[src/rtl/mc_ctrl.sv]
// Multi-cycle MIPS control FSM: sequences fetch/decode/execute/memory/writeback
// and drives ALU op, operand selects and every datapath write enable.
module mc_ctrl (
    input  logic       clk,
    input  logic       reset,
    input  logic [5:0] opcode,
    input  logic [5:0] funct,
    input  logic       zero,
    output logic [2:0] alu_ctrl,
    output logic       alu_src_a,
    output logic [1:0] alu_src_b,
    output logic       ext_op,
    output logic       pc_en,
    output logic [1:0] pc_src,
    output logic       ir_write,
    output logic       mem_write,
    output logic       reg_write,
    output logic [1:0] reg_dst,
    output logic [1:0] mem_to_reg,
    output logic [3:0] state,
    output logic       retire
);
    localparam logic [2:0] ALU_AND = 3'b000;
    localparam logic [2:0] ALU_OR  = 3'b001;
    localparam logic [2:0] ALU_ADD = 3'b010;
    localparam logic [2:0] ALU_LUI = 3'b011;
    localparam logic [2:0] ALU_SUB = 3'b110;

    typedef enum logic [3:0] {
        S_FETCH    = 4'd0,
        S_DECODE   = 4'd1,
        S_EXEC_R   = 4'd2,
        S_EXEC_I   = 4'd3,
        S_MEM_ADDR = 4'd4,
        S_MEM_RD   = 4'd5,
        S_MEM_WB   = 4'd6,
        S_MEM_WR   = 4'd7,
        S_ALU_WB   = 4'd8,
        S_BRANCH   = 4'd9,
        S_JUMP     = 4'd10,
        S_JUMP_R   = 4'd11
    } state_t;

    state_t r_state;
    state_t w_next;

    logic w_rtype, w_addu, w_subu, w_jr, w_ori, w_lui, w_lw, w_sw, w_beq, w_j, w_jal;

    assign w_rtype = (opcode == 6'b000000);
    assign w_addu  = w_rtype && (funct == 6'b100001);
    assign w_subu  = w_rtype && (funct == 6'b100011);
    assign w_jr    = w_rtype && (funct == 6'b001000);
    assign w_ori   = (opcode == 6'b001101);
    assign w_lui   = (opcode == 6'b001111);
    assign w_lw    = (opcode == 6'b100011);
    assign w_sw    = (opcode == 6'b101011);
    assign w_beq   = (opcode == 6'b000100);
    assign w_j     = (opcode == 6'b000010);
    assign w_jal   = (opcode == 6'b000011);

    always_ff @(posedge clk or posedge reset) begin
        if (reset) r_state <= S_FETCH;
        else       r_state <= w_next;
    end

    assign state = r_state;

    always_comb begin
        w_next     = S_FETCH;
        alu_ctrl   = ALU_ADD;
        alu_src_a  = 1'b0;
        alu_src_b  = 2'b00;
        ext_op     = 1'b0;
        pc_en      = 1'b0;
        pc_src     = 2'b00;
        ir_write   = 1'b0;
        mem_write  = 1'b0;
        reg_write  = 1'b0;
        reg_dst    = 2'b00;
        mem_to_reg = 2'b00;
        retire     = 1'b0;
        case (r_state)
            S_FETCH: begin
                ir_write  = 1'b1;
                alu_src_b = 2'b01;
                pc_en     = 1'b1;
                w_next    = S_DECODE;
            end
            S_DECODE: begin
                // Speculatively compute the branch target into ALUOut.
                alu_src_b = 2'b11;
                ext_op    = 1'b1;
                if (w_addu || w_subu)    w_next = S_EXEC_R;
                else if (w_jr)           w_next = S_JUMP_R;
                else if (w_ori || w_lui) w_next = S_EXEC_I;
                else if (w_lw || w_sw)   w_next = S_MEM_ADDR;
                else if (w_beq)          w_next = S_BRANCH;
                else if (w_j || w_jal)   w_next = S_JUMP;
                else                     w_next = S_FETCH;
                retire = (w_next == S_FETCH);
            end
            S_EXEC_R: begin
                alu_src_a = 1'b1;
                alu_ctrl  = w_subu ? ALU_SUB : ALU_ADD;
                w_next    = S_ALU_WB;
            end
            S_EXEC_I: begin
                alu_src_a = 1'b1;
                alu_src_b = 2'b10;
                alu_ctrl  = w_lui ? ALU_LUI : ALU_OR;
                w_next    = S_ALU_WB;
            end
            S_MEM_ADDR: begin
                alu_src_a = 1'b1;
                alu_src_b = 2'b10;
                ext_op    = 1'b1;
                w_next    = w_lw ? S_MEM_RD : S_MEM_WR;
            end
            S_MEM_RD: w_next = S_MEM_WB;
            S_MEM_WB: begin
                reg_write  = 1'b1;
                mem_to_reg = 2'b01;
                retire     = 1'b1;
            end
            S_MEM_WR: begin
                mem_write = 1'b1;
                retire    = 1'b1;
            end
            S_ALU_WB: begin
                reg_write = 1'b1;
                reg_dst   = w_rtype ? 2'b01 : 2'b00;
                retire    = 1'b1;
            end
            S_BRANCH: begin
                alu_src_a = 1'b1;
                alu_ctrl  = ALU_SUB;
                pc_src    = 2'b01;
                pc_en     = zero;
                retire    = 1'b1;
            end
            S_JUMP: begin
                pc_en  = 1'b1;
                pc_src = 2'b10;
                retire = 1'b1;
                if (w_jal) begin
                    reg_write  = 1'b1;
                    reg_dst    = 2'b10;
                    mem_to_reg = 2'b10;
                end
            end
            S_JUMP_R: begin
                pc_en  = 1'b1;
                pc_src = 2'b11;
                retire = 1'b1;
            end
            default: w_next = S_FETCH;
        endcase
        // Async reset must kill writes in the very cycle it rises.
        if (reset) begin
            pc_en     = 1'b0;
            ir_write  = 1'b0;
            mem_write = 1'b0;
            reg_write = 1'b0;
        end
    end

    logic w_unused;
    assign w_unused = ^{ALU_AND};
endmodule

[config.mk]
export PLATFORM = sky130hd
export DESIGN_NAME = mc_ctrl
export DESIGN_NICKNAME = d
export VERILOG_FILES = /design/src/rtl/mc_ctrl.sv
export SDC_FILE = /design/constraint.sdc
export NUM_CORES = 1
export LEC_CHECK = 0
export CAP_MARGIN = 20
export CELL_PAD_IN_SITES_DETAIL_PLACEMENT = 1
export CELL_PAD_IN_SITES_GLOBAL_PLACEMENT = 2
export CORE_ASPECT_RATIO = 1.75
export CORE_MARGIN = 5
export CORE_UTILIZATION = 18
export CTS_CLUSTER_DIAMETER = 150
export DETAILED_ROUTE_END_ITERATION = 6
export PLACE_DENSITY_LB_ADDON = 0.05
export REMOVE_ABC_BUFFERS = 1
export SLEW_MARGIN = 20
export SYNTH_ARGS = -nofsm -noshare
export SYNTH_HDL_FRONTEND = slang
export SYNTH_SLANG_ARGS = --single-unit
[constraint.sdc]
create_clock -name clk -period 1.65 [get_ports clk]
set_input_delay 0.165 -clock clk [delete_from_list [all_inputs] [get_ports clk]]
set_output_delay 0.165 -clock clk [all_outputs]
set_load 0.03 [all_outputs]
Word level (Yosys, flattened, before mapping)
Index checks and enable logic that the tools add are counted.

storage, ports and cells
  bits in registers = 4
  logic and storage cells = 69

operators by class
  reduce and logical (&&, ||, !) cells = 17
  muxes and demuxes = 30
  equality and inequality tests = 21

operators by type and width
  operator              count
  $mux W4               7
  $eq A6 B6 Y1 const B  4
  $pmux W4 S5           1
  $eq A6 B4 Y1 const B  3
  $eq A4 B3 Y1 const B  4
  $eq A4 B4 Y1 const B  4
  $eq A6 B2 Y1 const B  2
  $pmux W2 S3           2
  $mux W1               10
  $pmux W3 S3           1
  $eq A4 B2 Y1 const B  2
  $logic_not A4 Y1      2
  $pmux W2 S2           2
  $reduce_or A2 Y1      4
  $eq A6 B3 Y1 const B  1
  $logic_not A6 Y1      1
  $mux W2               3
  $pmux W1 S2           3
  $reduce_or A6 Y1      1
  $eq A4 B1 Y1 const B  1
  $logic_or A1 B1 Y1    4
  $reduce_or A4 Y1      1
  $logic_and A1 B1 Y1   3
  $mux W3               1
  $reduce_or A3 Y1      1

Depth between registers and ports, before layout
  word-level depth = 11
  depth in mapped cells = 6

Least setup slack after synthesis
No wires, ideal clock.

  path kind = register -> output
  from = reg r_state[3] (netlist: state[3])
  to = out reg_write
  data arrival time = 2261 ps
  setup slack = -776 ps
  cell stages (with the launch flop) = 6
  data required time = 1485 ps
  cell sequence = dfrtp_1 > buf_2 > nor2b_1 > nand2_1 > nor3_1 > o21a_1

on the way
  longest elaborated chain between the ends = 4

ends and longest elaborated chain
  element                                              line  text
  start, declared                                      44    state_t r_state;
  start signal, assigned                               63    else r_state <= w_next;
  $eq A4 B4 Y1 / $eq A4 B3 Y1 (equally long branches)  82    case (r_state)
  $reduce_or A2 Y1 (no line)                           -
  $pmux W1 S2 *                                        82
  $mux W1 *                                            159   if (reset) begin
  end, declared                                        17    output logic reg_write,

Every way passes the cells marked *; elsewhere a longest branch is shown, timed or not.

Final worst setup path
  from = in funct[4]
  to = out alu_ctrl[2]

on the way
  longest elaborated chain between the ends = 4

ends and longest elaborated chain
  element              line  text
  start, declared      7     input logic [5:0] funct,
  $eq A6 B6 Y1         51    assign w_subu = w_rtype && (funct == 6'b100011);
  $logic_and A1 B1 Y1  51
  $mux W3              104   alu_ctrl = w_subu ? ALU_SUB : ALU_ADD;
  $pmux W3 S3          82
  end, declared        9     output logic [2:0] alu_ctrl,

Every way passes these cells.

==> flow_metrics.tcl <==
set metrics [dict create \
    reg2reg_depth 4 \
    diodes 0 \
    layout_min_cycle_time_ns 1.61 \
    use_met1_pct 13.0 \
    p_total_uw 1980 \
    peakVddDrop_uv 679 \
    critPathSlowestCell "or4_4" \
    viasPerCell 4.65 \
    numCtsBuffers 3 \
    cts_sinks 4 \
    grt_use_met3_pct 1.36 \
    start_util_pct 18.5 \
    switchingPower_uw 993 \
    die_x_um 54.4 \
    antenna_left 0 \
    final_cell_mix "buf_4 (49), nor2_1 (15), nand2_1 (6), dlygate4sd2_1 (6), clkdlybuf4s50_1 (5)" \
    syn_area_um2 621 \
    vias 926 \
    die_y_um 87.7 \
    grt_busiest_layer "met2" \
    worstHoldPathType "in2async" \
    yosys.area_share.adder_pct 0 \
    drt-total-wl_mm 2.95 \
    synth_top_family_by_area "simple AND/OR/NAND/NOR gates" \
    slew_violations 0 \
    outcome "completed" \
    grt_pass1_vias 998 \
    tightest_slew_ns 0.370 \
    cp_cell_sequence "clkdlybuf4s15_1 > or4_4 > nor4_4 > a22oi_1 > nor2_1 > buf_4" \
    boundaryPins 37 \
    die_area_mm2 0.00477 \
    intPower_uw 991 \
    hold_viol_final 0 \
    fin_ws_ns 0.0353 \
    root_buffer "clkbuf_8" \
    path_class "in2out" \
    synth-xor-area-share_pct 1.41 \
    clk_latency_ns 0.21 \
    fin_nets 171 \
    synth.ff_latch_count 4 \
    cpLargestDelayFamily "simple AND/OR/NAND/NOR gates" \
    cts_tree "done" \
    grtUsageMet2_pct 28.2 \
    largest_reg_flops 4 \
    p_sw_share_pct 50.0 \
    synth-simple-area-share_pct 48.4 \
    path_buf_inv 2 \
    ys_types 40 \
    clockBufferDepth 2 \
    p_comb_share_pct 78.6 \
    dp_cells 186 \
    drive_above_1_share_pct 52.6 \
    core_area_mm2 0.00336 \
    avgSynthCellArea_um2 6.75 \
    drc 0 \
    cp-end-kind "primary output" \
    path_depth 6 \
    clock_power_share_pct 10.3 \
    leakagePower_uw 0.000605 \
    rows 28 \
    yosys_warnings 0 \
    path_max_fanout 2 \
    gp_congestion 0.770 \
    hold_slack_ns 0.287 \
    synth_compound_area_share_pct 23.8 \
    grt.total_usage_pct 13.6 \
    path_clk_slew_ns 0.03 \
    slowest_delay_ns 0.49 \
    drt_iter0_drc 9 \
    final_common_cell "buf_4" \
    grt_pass1_wl_mm 4.74 \
    cp-start-kind "primary input" \
    wl_per_cell_um 14.8 \
    netlist_instances 92 \
    firstDrtPassIters 4 \
    post-route-period-util_pct 97.9 \
    muxShareOfSynthArea_pct 1.61 \
    cp.required_ns 1.48 \
    ys_seq_area_share_pct 16.1 \
    postLayoutCellArea_mm2 0.00129 \
    grt_max_degree 13 \
    setup_viol_count_final 0 \
    instances_no_fill 199 \
    place_area_mm2 0.00111 \
    io_buffer_count 36 \
    maxCapViolations 0 \
    grt_overflow 0 \
    finalClockSkew_ns 0.00298 \
    ctsHoldBuffers 0 \
    area_growth_pct 108 \
    htreeDepth 1 \
    grt_antenna_before_repair 0 \
    rsz0062_at_grt "true" \
    seqPwrFrac_pct 11.1 \
    dpl.hpwl_mm 2.37 \
    crit_arrival_ns 1.45 \
    pre_cts_ws_ns -0.342 \
    slew_headroom_pct 75.1 \
    fmax_mhz 619 \
    power_per_cell_area_mw_per_mm2 1540 \
]
## routing by layer
metal,part of all wire (%),vias up
met5,0,-
met4,0.75,0
met3,3.3,2
met2,61,25
met1,35,442
li1,-,457
## path summary, 6_finish.rpt
| check | startpoint | endpoint | slack (ns) |
|---|---|---|---|
| max reg2reg | state[1] | state[1] | 0.35 |
| max in group asynchronous | reset | state[1] | 1.14 |
| min in group clk | opcode[4] | state[3] | 0.47 |
| min reg2reg | state[0] | state[0] | 0.74 |
| min | reset | state[2] | 0.29 |
| max | funct[4] | alu_ctrl[2] | 0.04 |
## cells in the mapped netlist, drive strengths merged
library cell / instances / share of area (%)
o211ai: 1 / 1.2
dfrtp: 4 / 16
nor4b: 1 / 1.4
o31ai: 1 / 1.2
mux2i: 1 / 1.6
o21ai: 3 / 2.4
a22o: 1 / 1.4
a211o: 1 / 1.4
buf: 4 / 4.4
nor3: 5 / 4.0
a21oi: 4 / 3.2
nand2: 6 / 3.6
a32o: 1 / 1.6
o41ai: 1 / 1.4
a21o: 1 / 1.2
clkbuf: 5 / 3.0
nor2: 18 / 11
a21boi: 1 / 1.2
and2: 3 / 3.0
nand3: 3 / 2.4
or2: 1 / 1.0
o21bai: 1 / 1.2
nor3b: 1 / 1.2
o21a: 2 / 2.4
nand3b: 1 / 1.2
xnor2: 1 / 1.4
or4: 2 / 3.6
a211oi: 1 / 1.2
and3: 1 / 1.0
o311ai: 1 / 1.4
nand4b: 1 / 1.4
nor4: 4 / 6.5
nand2b: 4 / 4.0
inv: 2 / 1.2
nor2b: 3 / 3.0
a22oi: 1 / 1.2
## logic make-up after synthesis
group | count (synthesis)
simple gates | 54
flops | 4
buf+inv | 11
mux | 1
compound gates | 21
xor+xnor | 1
## cell type report
cell class,instances,area [um^2]
Sequential cell,4,105
Timing Repair Buffer,68,534
Multi-Input combinational cell,77,547
Clock buffer,3,41.3
Tap cell,45,56.3
Inverter,2,7.51
Fill cell,436,2070
## worst reg2reg max path, cell delays in order, from the launching register on
cell,delay [ns]
dfrtp_2,0.47
or2_4,0.28
buf_4,0.15
a211oi_1,0.19
o21a_1,0.15
## timing repair
item                                    in CTS  in global routing
gates resized for setup                     38                 14
gates cloned                                 0                  0
buffers inserted                             9                  1
pin swaps                                    9                  5
endpoints found under the setup margin      14                 12
## power groups by stage
stage | Clock [uW] | Sequential (uW) | Combinational, uW
2_1_floorplan | 0 | 311 | 638
3_3_place_gp | 0 | 220 | 1340
3_5_place_dp | 0 | 221 | 1360
4_1_cts | 208 | 209 | 1480
5_1_grt | 223 | 229 | 1680
6_report | 205 | 220 | 1560
## metrics by stage
stage          utilization (%)  setup TNS, ns
6_report                  38.4              0
2_1_floorplan                -          -5.54
5_1_grt                   38.4        -0.0474
4_1_cts                   36.9        -0.0124
3_3_place_gp              33.0          -2.17
3_5_place_dp              33.0          -2.31
No activity file was read; power rests on OpenSTA's default activity.
